--- config.mk ---
export PLATFORM = sky130hd
export DESIGN_NAME = icache_refill_ctrl
export DESIGN_NICKNAME = d
export VERILOG_FILES = /design/src/rtl/icache_refill_ctrl_pkg.sv /design/src/rtl/cache_victim_sel.sv /design/src/rtl/icache_refill_ctrl.sv
export SDC_FILE = /design/constraint.sdc
export NUM_CORES = 2
export LEC_CHECK = 0
export BUFFER_PORTS_ARGS = -buffer_cell sky130_fd_sc_hd__buf_2
export CAP_MARGIN = 5
export CELL_PAD_IN_SITES_DETAIL_PLACEMENT = 2
export CELL_PAD_IN_SITES_GLOBAL_PLACEMENT = 2
export CORE_ASPECT_RATIO = 0.5
export CORE_MARGIN = 3
export CORE_UTILIZATION = 30
export CTS_CLUSTER_DIAMETER = 150
export DETAILED_ROUTE_END_ITERATION = 6
export GPL_TIMING_DRIVEN = 0
export PLACE_DENSITY = 0.65
export REMOVE_ABC_BUFFERS = 1
export SLEW_MARGIN = 5
export SYNTH_ARGS = -nofsm -noshare
export SYNTH_HDL_FRONTEND = slang
export SYNTH_SLANG_ARGS = --single-unit
--- constraint.sdc ---
create_clock -name clk -period 7.64 [get_ports clk]
set_clock_uncertainty 0.15 [all_clocks]
set_input_delay 1.528 -clock clk [delete_from_list [all_inputs] [get_ports clk]]
set_output_delay 1.528 -clock clk [all_outputs]
set_load 0.005 [all_outputs]
--- src/rtl/icache_refill_ctrl_pkg.sv ---
// Shared instruction-cache definitions: default geometry, derived widths,
// refill FSM states, PLRU state type and the tree-PLRU access update.
package icache_refill_ctrl_pkg;

    localparam int CACHE_WAYS       = 4;
    localparam int CACHE_SETS       = 64;
    localparam int CACHE_LINE_WORDS = 8;

    localparam int WORD_OFF_W = $clog2(CACHE_LINE_WORDS);
    localparam int OFFSET_W   = WORD_OFF_W + 2;
    localparam int INDEX_W    = $clog2(CACHE_SETS);

    // Sized for the widest legal geometry; a 2-way cache only uses bit 0.
    typedef logic [CACHE_WAYS-2:0] plru_state_t;

    typedef enum logic [1:0] {
        ST_IDLE,
        ST_REQ,
        ST_REFILL,
        ST_FLUSH
    } refill_state_e;

    // Mark `way` most recently used: the tree bits on its path point away from it.
    function automatic plru_state_t plru_access(input plru_state_t p,
                                                input logic [1:0]  way,
                                                input logic        four_way);
        plru_state_t n;
        n = p;
        if (four_way) begin
            if (!way[1]) begin
                n[2] = 1'b1;
                n[1] = ~way[0];
            end else begin
                n[2] = 1'b0;
                n[0] = ~way[0];
            end
        end else begin
            n[0] = ~way[0];
        end
        return n;
    endfunction

endpackage

--- src/rtl/cache_victim_sel.sv ---
// Victim way selection (lowest invalid way, else tree PLRU) and the PLRU
// next state for an access to a given way. Purely combinational.
module cache_victim_sel
    import icache_refill_ctrl_pkg::*;
#(
    parameter int SET_ASSOC = CACHE_WAYS,
    parameter int WAY_W     = $clog2(SET_ASSOC)
) (
    input  logic [SET_ASSOC-1:0] valid_i,
    input  plru_state_t          plru_i,
    input  logic [WAY_W-1:0]     access_way_i,
    output logic [WAY_W-1:0]     victim_o,
    output plru_state_t          plru_next_o
);

    logic [1:0] plru_pick;

    always_comb begin
        if (SET_ASSOC == 4) begin
            plru_pick = plru_i[2] ? {1'b1, plru_i[0]} : {1'b0, plru_i[1]};
        end else begin
            plru_pick = {1'b0, plru_i[0]};
        end
        victim_o = WAY_W'(plru_pick);
        // Scan downwards so the lowest invalid way is the one left standing.
        for (int w = SET_ASSOC - 1; w >= 0; w--) begin
            if (!valid_i[w]) begin
                victim_o = WAY_W'(w);
            end
        end
    end

    assign plru_next_o = plru_access(plru_i, 2'(access_way_i), SET_ASSOC == 4);

endmodule

--- src/rtl/icache_refill_ctrl.sv ---
// Instruction-cache miss/refill controller: per-set valid and PLRU flops,
// burst line refill into the data/tag arrays, and a full invalidate sweep.
module icache_refill_ctrl
    import icache_refill_ctrl_pkg::*;
#(
    parameter int SET_ASSOC  = CACHE_WAYS,
    parameter int SETS       = CACHE_SETS,
    parameter int LINE_WORDS = CACHE_LINE_WORDS,
    parameter int ADDR_WIDTH = 32
) (
    input  logic                          clk,
    input  logic                          rst,
    input  logic                          lookup_valid,
    input  logic [$clog2(SETS)-1:0]       lookup_index,
    input  logic                          lookup_hit,
    input  logic [SET_ASSOC-1:0]          lookup_way,
    output logic [SET_ASSOC-1:0]          set_valid,
    input  logic                          miss_valid,
    output logic                          miss_ready,
    input  logic [ADDR_WIDTH-1:0]         miss_addr,
    output logic                          mem_req,
    input  logic                          mem_ready,
    output logic [ADDR_WIDTH-1:0]         mem_addr,
    input  logic                          mem_rvalid,
    input  logic [31:0]                   mem_rdata,
    output logic                          wr_en,
    output logic [$clog2(SET_ASSOC)-1:0]  wr_way,
    output logic [$clog2(SETS)-1:0]       wr_index,
    output logic [$clog2(LINE_WORDS)-1:0] wr_word,
    output logic [31:0]                   wr_data,
    output logic                          tag_we,
    output logic                          refill_done,
    input  logic                          flush_req,
    output logic                          flush_done
);

    localparam int WAY_W  = $clog2(SET_ASSOC);
    localparam int IDX_W  = $clog2(SETS);
    localparam int WORD_W = $clog2(LINE_WORDS);
    localparam int OFF_W  = WORD_W + 2;

    refill_state_e         state_q, state_d;
    logic [IDX_W-1:0]      idx_q, idx_d;
    logic [ADDR_WIDTH-1:0] addr_q, addr_d;
    logic [WAY_W-1:0]      victim_q, victim_d;
    logic [WORD_W-1:0]     beat_q, beat_d;
    logic [IDX_W-1:0]      fcnt_q, fcnt_d;

    logic [SET_ASSOC-1:0]  valid_q [SETS];
    plru_state_t           plru_q  [SETS];

    logic [IDX_W-1:0]      miss_idx;
    logic [IDX_W-1:0]      sel_index;
    logic [WAY_W-1:0]      sel_victim;
    plru_state_t           sel_plru_next;
    logic [WAY_W-1:0]      hit_way;
    plru_state_t           hit_plru;
    logic                  miss_acc;
    logic                  commit;
    logic                  hit_upd;

    assign miss_idx = miss_addr[OFF_W +: IDX_W];
    // Victim is picked in the missing set while idle; during refill the
    // same selector supplies the commit-time PLRU update of the latched set.
    assign sel_index = (state_q == ST_IDLE) ? miss_idx : idx_q;

    cache_victim_sel #(
        .SET_ASSOC (SET_ASSOC),
        .WAY_W     (WAY_W)
    ) u_victim_sel (
        .valid_i      (valid_q[sel_index]),
        .plru_i       (plru_q[sel_index]),
        .access_way_i (victim_q),
        .victim_o     (sel_victim),
        .plru_next_o  (sel_plru_next)
    );

    always_comb begin
        hit_way = '0;
        for (int w = 0; w < SET_ASSOC; w++) begin
            if (lookup_way[w]) begin
                hit_way = hit_way | WAY_W'(w);
            end
        end
    end

    assign hit_plru  = plru_access(plru_q[lookup_index], 2'(hit_way), SET_ASSOC == 4);
    assign set_valid = valid_q[lookup_index];
    assign miss_acc  = (state_q == ST_IDLE) && !flush_req && miss_valid;
    assign commit    = (state_q == ST_REFILL) && mem_rvalid && (beat_q == WORD_W'(LINE_WORDS - 1));
    assign hit_upd   = lookup_valid && lookup_hit && (state_q != ST_FLUSH);

    always_comb begin
        state_d     = state_q;
        idx_d       = idx_q;
        addr_d      = addr_q;
        victim_d    = victim_q;
        beat_d      = beat_q;
        fcnt_d      = fcnt_q;
        miss_ready  = 1'b0;
        mem_req     = 1'b0;
        mem_addr    = '0;
        wr_en       = 1'b0;
        wr_way      = '0;
        wr_index    = '0;
        wr_word     = '0;
        wr_data     = '0;
        tag_we      = 1'b0;
        refill_done = 1'b0;
        flush_done  = 1'b0;
        case (state_q)
            ST_IDLE: begin
                miss_ready = !flush_req;
                if (flush_req) begin
                    fcnt_d  = '0;
                    state_d = ST_FLUSH;
                end else if (miss_valid) begin
                    idx_d    = miss_idx;
                    addr_d   = {miss_addr[ADDR_WIDTH-1:OFF_W], {OFF_W{1'b0}}};
                    victim_d = sel_victim;
                    beat_d   = '0;
                    state_d  = ST_REQ;
                end
            end
            ST_REQ: begin
                mem_req  = 1'b1;
                mem_addr = addr_q;
                if (mem_ready) begin
                    state_d = ST_REFILL;
                end
            end
            ST_REFILL: begin
                if (mem_rvalid) begin
                    wr_en    = 1'b1;
                    wr_way   = victim_q;
                    wr_index = idx_q;
                    wr_word  = beat_q;
                    wr_data  = mem_rdata;
                    beat_d   = beat_q + 1'b1;
                    if (commit) begin
                        tag_we      = 1'b1;
                        refill_done = 1'b1;
                        state_d     = ST_IDLE;
                    end
                end
            end
            ST_FLUSH: begin
                fcnt_d = fcnt_q + 1'b1;
                if (fcnt_q == IDX_W'(SETS - 1)) begin
                    flush_done = 1'b1;
                    state_d    = ST_IDLE;
                end
            end
            default: state_d = ST_IDLE;
        endcase
    end

    always_ff @(posedge clk) begin
        if (rst) begin
            state_q  <= ST_IDLE;
            idx_q    <= '0;
            addr_q   <= '0;
            victim_q <= '0;
            beat_q   <= '0;
            fcnt_q   <= '0;
        end else begin
            state_q  <= state_d;
            idx_q    <= idx_d;
            addr_q   <= addr_d;
            victim_q <= victim_d;
            beat_q   <= beat_d;
            fcnt_q   <= fcnt_d;
        end
    end

    always_ff @(posedge clk) begin
        if (rst) begin
            for (int s = 0; s < SETS; s++) begin
                valid_q[s] <= '0;
                plru_q[s]  <= '0;
            end
        end else begin
            for (int s = 0; s < SETS; s++) begin
                if ((state_q == ST_FLUSH) && (fcnt_q == IDX_W'(s))) begin
                    valid_q[s] <= '0;
                    plru_q[s]  <= '0;
                end else begin
                    if (miss_acc && (miss_idx == IDX_W'(s))) begin
                        valid_q[s][sel_victim] <= 1'b0;
                    end
                    // A refill commit outranks a same-cycle hit to the same set.
                    if (commit && (idx_q == IDX_W'(s))) begin
                        valid_q[s][victim_q] <= 1'b1;
                        plru_q[s]            <= sel_plru_next;
                    end else if (hit_upd && (lookup_index == IDX_W'(s))) begin
                        plru_q[s] <= hit_plru;
                    end
                end
            end
        end
    end

endmodule

==> out/qor.yml <==
cp-end-kind: "register"
critPathKind: "input port to register"
status: "finished with violations"
crit_arrival_ns: 7.67
peakVddDrop_mv: 0.161
drc: 3
cts.sinks: 488
slew_violations: 18
num_vias: 30900
instances_no_fill: 4483
gp_congestion: 0.989
htree_levels: 2
clk_latency_ns: 0.66
final_util: 0.352
synth_area_leaders: "edfxtp_1, mux4_2, o221ai_1, nor2_1, nand2_1"
hold_class: "register to register"
failed_checks: "design-rule violations, max-capacitance violations, max-slew violations"
cts.repair.resized: 0
postRouteAntennaNets: 0
slowest_delay_ns: 0.87
synth_flop_cell: "edfxtp_1"
cts_buffer_depth: 3
drive_gt1_frac: 0.199
clk_pin_slew_worst_paths_ns: 0.07
slowest_stage: "or3_2"
fin_crit_ns: 7.46
cp-start-kind: "input port"
grt_usage: 0.303
die_x_um: 466
wl_per_cell_um: 38.5
grt_max_degree: 88
relSlewSlack: -0.0120
overflow: 0
hold_ws_ns: 0.303
start_util: 0.306
crit_top_cell: "buf_8"
power_density_nw_per_um2: 210
maxCapViolations: 1
viasPerCell: 6.89
place_area_um2: 34800
core_um2: 104000
cp_num_buf_inv: 6
synth_commonest_cells: "edfxtp_1, nor2_1, nand2_1, o221ai_1, clkbuf_1"
fin_crit_sh: 0.976
die_h_um: 236
cp_max_fo: 31
synth_top_area_share: 0.424
syn_area_um2: 31700
ys_ff_latch: 488
synth_edf_count: 448
dieArea_um2: 110000
synth_top_cell_by_area: "edfxtp_1"
dpl_worst_slack_ns: -0.0956
fin_nets: 3119
cp.required_ns: 7.85
drt_iter0_drc: 4851
cp_cell_sequence: "buf_2 -> or3_2 -> buf_12 -> nand2_4 -> buf_16 -> mux4_2 -> a22oi_1 -> o311ai_0 -> o41ai_4 -> buf_6 -> buf_8 -> buf_8 -> or2_2 -> o21ai_0"
grt_pass1_vias: 30100
syn_area_per_cell_um2: 10.5
rows: 83
dpl.cell_count: 4377
io_buffers: 155
fmax_ghz: 0.134
fin_ws_ns: 0.183
antenna_found_initial: 15
yosysWarnings: 0
fin_tns_setup_ns: 0
leakagePower_nw: 11.8
drt_wl_total_um: 172000
worst_slew_pin_slew_ns: 1.52
fin_area_um2: 36500
cpLargestDelayFamily: "compound AO/OA/AOI/OAI gates"
synthesis.instances: 3030
yosys.cell_types.count: 86
drtPass1Iterations: 7
hold_viol_final: 0
async_flop_share: 0
clockRootBuffer: "clkbuf_16"
synthToLayoutAreaGrowth_pct: 15.1
seq_area_frac_synth: 0.450
yosysMostFrequentCell: "edfxtp_1"
rsz0062_at_grt: "false"
power.total_mw: 7.67
io_pins: 167
post_cts_buffers: 0
numCtsBuffers: 54
grt_pass1_wl_um: 240000
cts_tree: "done"
hpwl_um: 126000
setup_violations: 0
post_cts_hold_buffer_count: 0
-- metal layers --
layer	GRT usage	wire length, µm	up-vias
met5	0	74	-
met4	0.126	8320	12
met3	0.0996	23100	404
met2	0.442	72500	2235
met1	0.412	68400	16100
li1	-	-	12100
-- report_power, final --
part           leakage [nW]  switching, mW  internal [mW]
sequential             4.96         0.0853           3.00
clock                 0.804           1.24           1.42
combinational          6.06           1.32          0.610
-- worst reg2reg max path, cell delays in order, from the launching register on --
cell      delay (ns)
dfxtp_2         0.56
or3_2           0.86
buf_12          0.29
nand2_4         0.43
buf_16          0.36
mux4_2          0.64
a22oi_1         0.80
o311ai_0        0.54
o41ai_4         0.76
buf_6           0.26
buf_8           0.18
buf_8           0.18
or2_2           0.26
o21ai_0         0.15
-- layout by cell type (no fill, tap or decap), types with 18 or more instances in the layout --
master	n
edfxtp_1	448
nand2_1	334
nor2_1	332
o221ai_1	257
nand3_1	206
mux4_2	183
buf_2	152
o22ai_1	138
a21oi_1	89
and2_1	85
clkbuf_16	55
o21ai_0	52
nand2b_1	50
mux2i_1	50
and3_1	38
o211ai_1	37
a211oi_1	36
dfxtp_1	36
buf_6	34
nor3_2	26
nor3_1	26
a31oi_1	24
a22oi_1	22
inv_1	19
buf_12	18
buf_16	18
-- cells by family (layout without fill, tap and decap cells) --
logic type	count (synthesis)	count (layout)	share of synthesized area
xor gates and xnor gates	3	3	0.000829
muxes	243	243	0.149
DFF	488	488	0.450
buffers and inverters	329	370	0.0434
adders and majority gates	6	6	0.00237
other	1	11	0.000118
AOI/OAI and AO/OA	757	757	0.176
and+or+nand+nor	1203	1203	0.178
-- state kept, by name (all words and copies together) (netlist names) --
name	count
addr_q	22
beat_q	3
fcnt_q	6
idx_q	5
plru_q	192
state_q	2
valid_q	256
victim_q	2
-- cell type report --
class | count | area (µm²)
clock buffer | 74 | 1480
timing repair buffer | 251 | 2320
clock inverter | 26 | 175
multi-input combinational | 2217 | 16400
tap | 1402 | 1750
sequential | 488 | 14300
antenna | 6 | 15.0
inverter | 19 | 71.3
fill | 11000 | 67100
-- final timing paths --
| check | start | endpoint | slack [ns] | cells after the start |
|---|---|---|---|---|
| min reg2reg | addr_q[15] | addr_q[15] | 0.30 | 2 |
| max reg2reg | state_q[0] | plru_q[62][0] | 0.94 | 13 |
| min | addr_q[15] | addr_q[15] | 0.30 | 2 |
| max | miss_addr[5] | plru_q[62][0] | 0.18 | 14 |
(Power assumes the default switching activity.)
